## src/rtl/nibble_serial_subtractor.sv

```systemverilog
// nibble_serial_subtractor: D = A - B - BI computed one nibble per clock; optional V port via NIBBLE_SUB_OVERFLOW_EN
module nibble_serial_subtractor #(
    parameter int WIDTH = 16
) (
    input  logic             CLK,
    input  logic             RST,
    input  logic             START,
    input  logic [WIDTH-1:0] A,
    input  logic [WIDTH-1:0] B,
    input  logic             BI,
    output logic             BUSY,
    output logic             DONE,
`ifdef NIBBLE_SUB_OVERFLOW_EN
    output logic             V,
`endif
    output logic [WIDTH-1:0] D,
    output logic             BO,
    output logic             Z
);
    localparam int N  = WIDTH / 4;
    localparam int CW = N > 1 ? $clog2(N) : 1;
    typedef enum logic [1:0] {S_IDLE, S_RUN, S_DONE} state_t;
    state_t state, nxt;
    logic [WIDTH-1:0] a_q, b_q, res, res_nxt;
    logic [CW-1:0] cnt;
    logic [4:0] sum;
    logic carry, last, accept;
`ifdef NIBBLE_SUB_OVERFLOW_EN
    logic a_msb, b_msb;
`endif
    // nibble slice A + ~B + carry, result shifted in from the top, next-state decode
    always_comb begin
        sum     = {1'b0, a_q[3:0]} + {1'b0, ~b_q[3:0]} + {4'b0, carry};
        res_nxt = (res >> 4) | (WIDTH'(sum[3:0]) << (WIDTH - 4));
        last    = cnt == CW'(N - 1);
        accept  = state != S_RUN && START;
        nxt     = accept ? S_RUN : state == S_RUN ? (last ? S_DONE : S_RUN) : S_IDLE;
    end
    // state, operand shifters, carry chain and result registers
    always_ff @(posedge CLK) begin
        if (RST) begin
            state <= S_IDLE;
            a_q   <= '0;
            b_q   <= '0;
            res   <= '0;
            cnt   <= '0;
            carry <= 1'b0;
            D     <= '0;
            BO    <= 1'b0;
            Z     <= 1'b0;
`ifdef NIBBLE_SUB_OVERFLOW_EN
            a_msb <= 1'b0;
            b_msb <= 1'b0;
            V     <= 1'b0;
`endif
        end else begin
            state <= nxt;
            if (accept) begin
                a_q   <= A;
                b_q   <= B;
                carry <= ~BI;
                cnt   <= '0;
                res   <= '0;
`ifdef NIBBLE_SUB_OVERFLOW_EN
                a_msb <= A[WIDTH-1];
                b_msb <= B[WIDTH-1];
`endif
            end else if (state == S_RUN) begin
                a_q   <= a_q >> 4;
                b_q   <= b_q >> 4;
                carry <= sum[4];
                cnt   <= cnt + 1'b1;
                res   <= res_nxt;
                if (last) begin
                    D  <= res_nxt;
                    BO <= ~sum[4];
                    Z  <= res_nxt == '0;
`ifdef NIBBLE_SUB_OVERFLOW_EN
                    V  <= (a_msb != b_msb) && (res_nxt[WIDTH-1] != a_msb);
`endif
                end
            end
        end
    end
    assign BUSY = state == S_RUN;
    assign DONE = state == S_DONE;
endmodule

```

## config.mk

```make
export PLATFORM = sky130hd
export DESIGN_NAME = nibble_serial_subtractor
export DESIGN_NICKNAME = d
export VERILOG_FILES = /design/src/rtl/nibble_serial_subtractor.sv
export SDC_FILE = /design/constraint.sdc
export NUM_CORES = 1
export LEC_CHECK = 0
export CAP_MARGIN = 0
export CORE_MARGIN = 2
export CORE_UTILIZATION = 57
export CTS_BUF_LIST = sky130_fd_sc_hd__clkbuf_8
export CTS_CLUSTER_DIAMETER = 30
export DETAILED_ROUTE_END_ITERATION = 12
export GPL_ROUTABILITY_DRIVEN = 0
export PLACE_DENSITY = 0.95
export SYNTH_ARGS = -nofsm -noshare
export SYNTH_HDL_FRONTEND = slang
export SYNTH_SLANG_ARGS = --single-unit
```

## constraint.sdc

```tcl
create_clock -name CLK -period 3.8 [get_ports CLK]
set_input_delay 0.57 -clock CLK [delete_from_list [all_inputs] [get_ports CLK]]
set_output_delay 0.57 -clock CLK [all_outputs]
set_load 0.005 [all_outputs]
```

==> results.py <==
metrics = {
    "final_layout": {
        "final_cells": 385,
        "drive_gt1_share_pct": 7.25,
        "final_cell_area_um2": 3440,
        "fin_nets": 368,
        "syn_to_final_growth_pct": 27.5,
        "final_core_util_pct": 74.3,
        "diodes": 0,
    },
    "clocking": {
        "path_clk_slew_ns": 0.07,
        "clock_sinks": 67,
        "cts_hold_buf": 0,
        "root_buffer": "clkbuf_8",
        "cts-htree-levels": 3,
        "postCtsSetupBuffers": 0,
        "cts_resized": 0,
        "clk_path_buf_depth": 2,
        "clkLatencyLatePin_ns": 0.34,
        "cts_buffers": 9,
        "cts_tree": "yes",
    },
    "grt": {
        "track_usage_pct": 23.2,
        "grt_max_degree": 64,
        "grt_pass1_vias": 2079,
        "antenna_found_initial": 0,
        "grt_overflow_total": 0,
        "grt_pass1_wl_um": 9320,
    },
    "critical_path": {
        "reg2reg_from": "state[1]",
        "cp_data_required_time_ns": 3.23,
        "worst_setup_path_start_kind": "flip-flop",
        "cp.arrival_ns": 2.19,
        "r2r-end": "Z",
        "rrSetupSlack_ns": 1.49,
        "path_class": "reg -> out",
        "critPathCaptureType": "output port",
        "worstRegToRegCells": 8,
        "worst-path-max-fanout": 63,
    },
    "synth": {
        "ys_warn_count": 0,
        "async_flop_share_pct": 0,
        "synth_common_cells": "dfxtp_1 (67), nor2_1 (37), mux2i_1 (32)",
        "syn_avg_cell_area_um2": 9.70,
        "yosys-top-cells-area": "dfxtp_1 (50%), mux2i_1 (12%), a211oi_1 (7.2%), nor2_1 (5.1%), a22o_1 (4.2%)",
        "synth_edf_count": 0,
        "synth_cell_types": 34,
        "synth.most_common_cell": "dfxtp_1",
        "ys_seq_elements": 67,
        "syn-cell-area_um2": 2700,
        "synth_top_area_share_pct": 49.7,
        "ys.flop_type": "dfxtp_1",
        "synthCells": 278,
        "yosysSeqAreaShare_pct": 49.7,
        "synth_top_area_cell": "dfxtp_1",
        "synth_nets": 320,
    },
    "hold_path": {
        "hp-class": "reg -> reg",
        "holdPathStages": 2,
        "whs_endpoint": "D[12]",
        "hold_start": "D[12]",
    },
    "sta": {
        "setup_tns_ns": 0,
        "rsz0062_at_grt": "no",
        "fin_skew_ns": 0.00548,
        "tightest_slew_ns": 0.770,
        "fin_crit_ns": 2.76,
        "slew_violations": 0,
        "period_share_pct": 72.5,
        "slew_headroom_pct": 48.5,
        "max_freq_ghz": 0.363,
        "hold_violations": 0,
        "setup_viol": 0,
    },
    "floorplanning": {
        "initial_utilization_pct": 58.3,
        "io-pin-count": 56,
        "fp.coreArea_um2": 4630,
        "rows": 25,
        "die_area_um2": 5300,
        "die-height_um": 72.8,
        "die_x_um": 72.8,
    },
    "routing": {
        "drt_iter0_drc": 113,
        "avgViaCountPerCell": 5.54,
        "drc_errors": 0,
        "vias": 2132,
        "post_drt_wl_per_cell_um": 14.5,
        "first_pass_iters": 4,
        "ant_nets": 0,
        "wl_um": 5570,
    },
    "power": {
        "p_leak_uw": 0.00137,
        "p_per_area_nw_per_um2": 459,
        "ir_drop_mv": 0.263,
        "total_power_uw": 1580,
    },
    "placement": {
        "place_area_um2": 3230,
        "io_buffers": 55,
        "dp.cells": 369,
        "dp_hpwl_um": 3920,
    },
    "status": {
        "outcome": "completed",
    },
    "run": {
        "drv_cap": 0,
    },
}
-- flip-flops by register name, indices dropped and copies added (netlist names) --
register  count
D            16
a_q          16
b_q          16
res          12
cnt           2
state         2
BO            1
Z             1
carry         1
-- metal layers --
layer / vias up / routed length (µm) / track usage [%]
met5: - / 0 / 0
met2: 64 / 2710 / 38.6
met3: 20 / 220 / 4.42
met4: 0 / 220 / 15.6
met1: 974 / 2410 / 27.0
li1: 1074 / - / -
-- metrics by stage --
stage / setup WS [ns] / hold WS (ns)
floorplan: 1.99 / 0.440
CTS: 0.999 / 0.468
global placement: 1.31 / 0.446
global route: 0.868 / 0.487
detailed placement: 1.29 / 0.452
finish: 1.04 / 0.463
-- final cells by class --
| cell class | instances | area (µm²) |
|---|---|---|
| Sequential cell | 67 | 1340 |
| Multi-Input combinational cell | 183 | 1230 |
| Fill cell | 364 | 1190 |
| Timing Repair Buffer | 57 | 561 |
| Clock buffer | 9 | 124 |
| Clock inverter | 7 | 85.1 |
| Tap cell | 54 | 67.6 |
| Inverter | 8 | 32.5 |
-- power breakdown --
part	switching, µW	leakage [µW]	internal [µW]	total (µW)
registers	23.7	0.000548	737	760
logic	102	0.000711	95.0	197
clock network	257	0.000112	362	619
total	383	0.00137	1190	1580
-- cells by family after synthesis --
kind of cell / count (synthesis) / share of synthesized area [%]
AO/OA/AOI/OAI: 64 / 16.7
XOR/XNOR: 3 / 0.974
adder cells (fa/ha/maj): 6 / 3.34
buffers and inverters: 28 / 4.73
flip-flops: 67 / 49.7
multiplexers: 32 / 11.9
AND/OR/NAND/NOR: 78 / 12.6
-- worst max path at each step --
stage / slack (ns) / from / cells past startpoint / end
after floorplan: 1.99 / a_q[0] / 6 / Z
after global placement: 1.31 / RST / 4 / res[15]
after detailed placement: 1.29 / RST / 4 / res[15]
after CTS: 1.0 / state[1] / 3 / BUSY
after global routing: 0.87 / state[1] / 3 / BUSY
final: 1.04 / state[1] / 3 / BUSY
-- critical path: stages (launching register included) --
cell and delay (ns):
dfxtp_1 0.34, nand2b_4 0.52, clkinv_2 0.42, clkdlybuf4s50_1 0.57
-- placed cells by master (no fill, tap or decap) --
cell type / count
buf_4: 2
nor4_1: 2
nor3_2: 1
clkinvlp_4: 1
mux2i_1: 32
o21ai_0: 5
buf_2: 1
clkbuf_8: 9
clkinv_2: 4
nand2b_4: 1
nand3_1: 1
a21oi_2: 1
a21oi_1: 13
nand4_1: 1
a21o_1: 1
nor2_1: 37
a211oi_1: 26
or2_4: 1
nor2b_1: 1
clkdlybuf4s50_1: 54
a22o_1: 13
dfxtp_1: 67
ha_1: 4
bufinv_16: 2
xnor2_1: 3
nand2_1: 29
o31ai_1: 1
nand2b_1: 2
inv_1: 8
o21a_1: 2
nand3_2: 1
o22ai_1: 1
o211ai_1: 1
fa_1: 2
and2b_1: 1
Power figures use the tool's default switching activity.
==> RTL edit, RTL diff (same flow settings) <==
Change the parameter `WIDTH` from 16 to 8.
--- a/src/rtl/nibble_serial_subtractor.sv
+++ b/src/rtl/nibble_serial_subtractor.sv
@@ -2,3 +2,3 @@
 module nibble_serial_subtractor #(
-    parameter int WIDTH = 16
+    parameter int WIDTH = 8
 ) (
Interface: changed (resized A, B and D); port bits go from 56 to 32. No check against the original RTL was run, so the function may have changed too.
==> RTL edit against the unedited design <==
Power shrank 48%; setup slack gained 610 ps; cell area shrank 45%; largest power group unchanged; via count shrank 45%; largest cell class is now multi-input gates; final cell count shrank 42%; synthesized area shrank 45%; routed wire length shrank 47%; critical path type is now reg2reg; sequential cell count shrank 33; core utilization grew 1.6 points.
==> RTL edit: results (changes against the unedited design) <==
outcome finished clean; initial antenna violation count 0 (unchanged); CP delay by family, top adder cells; Seq/Total Area, Yosys 45.9% (-3.8 points); Syn. warnings 0 (unchanged); IO buf count 31 (-44%); Clock transition at path regs 70 ps (about the same); number of CTS-inserted buffers 5 (-4); Crit Path Max Fanout 3 (-95%); synth cell count leaders dfxtp_1 (34), nor2_1 (26), mux2i_1 (16), nand2_1 (13); Mapped Cells 162 (-42%); dpl cells 214 (-42%); Yosys cell types 33 (-2.9%); IR drop worst, VDD 0.000371 V (+41%); Slew Limit Headroom 31.2% (-17 points); cts repair resizes 0 (unchanged); Detail Placement HPWL 2140 microns (-45%); FF-to-FF setup slack 1650 ps (+160 ps); end of the critical path Z; vias in the first global route 1035 (-50%); Post-CTS Setup Bufs 0 (unchanged); largest net degree at the start of global routing 28 (-56%); aggregate routed wire length 2980 microns (-47%); Fin Clk Skew 7.84 ps (+2.36 ps); Critical-path top delay cell or4_4; Clock Latency Late Sink 290 ps (-50 ps); Hold Path Stages 2 (unchanged); type of the worst setup path reg2reg; share of cells above drive strength 1 6.77% (-0.48 points); ant diodes 0 (unchanged); Setup crit start a_q[0]; Min-Delay Path Class reg2reg; FFs w/ async S/R, synth 0% (unchanged); clock buffer depth 2 (unchanged); critical path required time 4030 ps (+800 ps); global-route wire length before repair 4660 microns (-50%); Leak 0.776 nW (-43%); root buffer cell clkbuf_8; CTS H-tree lvls 2 (-1); DRT iter0 DRCs 15 (-87%); Vias/cell 5.26 (-5.0%); Post-Syn Nets 187 (-42%); gr usage total 22.8% (-0.45 points); Worst Hold End BO; Final Non-Filler Cells 222 (-42%); Synth area leaders dfxtp_1 (46%), mux2i_1 (11%), nor2_1 (6.6%), a211oi_1 (5.1%), a21oi_1 (3.4%); Largest regs D (8), a_q (8), b_q (8); crit-path max cell delay 520 ps (-50 ps); Worst R2R Path Depth 6 (-2); Hold Startpoint BO; 1st-pass router iterations 4 (unchanged)
==> RTL edit: cell count changes in the layout (fill, tap and decap cells not counted), moves of 4 or more <==
cell and change:
nand3_1 +4, nand2_1 -16, dfxtp_1 -33, clkdlybuf4s50_1 -23, a22o_1 -13, mux2i_1 -16, a211oi_1 -16, nor2_1 -11
==> RTL edit: cell type report <==
cell class / instances / area (sq um)
Sequential cell: 34 / 681
Inverter: 9 / 38.8
Clock buffer: 6 / 82.6
Tap cell: 30 / 37.5
Timing Repair Buffer: 32 / 318
Clock inverter: 2 / 8.76
Multi-Input combinational cell: 109 / 714
Fill cell: 188 / 597
==> RTL edit: where the power goes <==
part,internal (mW),total [mW],switching (mW)
registers,0.379,0.394,0.0154
clock network,0.143,0.274,0.130
logic,0.0721,0.145,0.0734
total,0.594,0.813,0.219
==> RTL edit: layer usage <==
metal	global-route usage, %	wire [microns]	vias to the layer above
li1	-	-	610
met1	25.2	1300	522
met2	39.3	1470	32
met3	8.06	151	4
met4	9.76	55	0
met5	0	0	-
==> RTL edit: cell families (layout without fill, tap and decap cells) <==
kind of cell | count (synthesis) | after routing | synth area share [%]
mux | 16 | 16 | 10.8
xor+xnor | 1 | 1 | 0.591
flops | 34 | 34 | 45.9
compound gates | 29 | 29 | 12.6
buf+inv | 19 | 49 | 5.83
simple gates | 58 | 58 | 19.0
fa+ha+maj | 5 | 5 | 5.24
==> RTL edit: metrics by stage <==
stage / worst slack (ps) / total power [mW] / area [sq um] / hold slack (ps)
5_1_grt: 1540 / 0.846 / 1880 / 469
3_3_place_gp: 1520 / 0.537 / 1790 / 442
2_1_floorplan: 1770 / 0.498 / 1480 / 445
6_report: 1650 / 0.813 / 1880 / 455
3_5_place_dp: 1390 / 0.547 / 1790 / 446
4_1_cts: 1640 / 0.817 / 1880 / 455
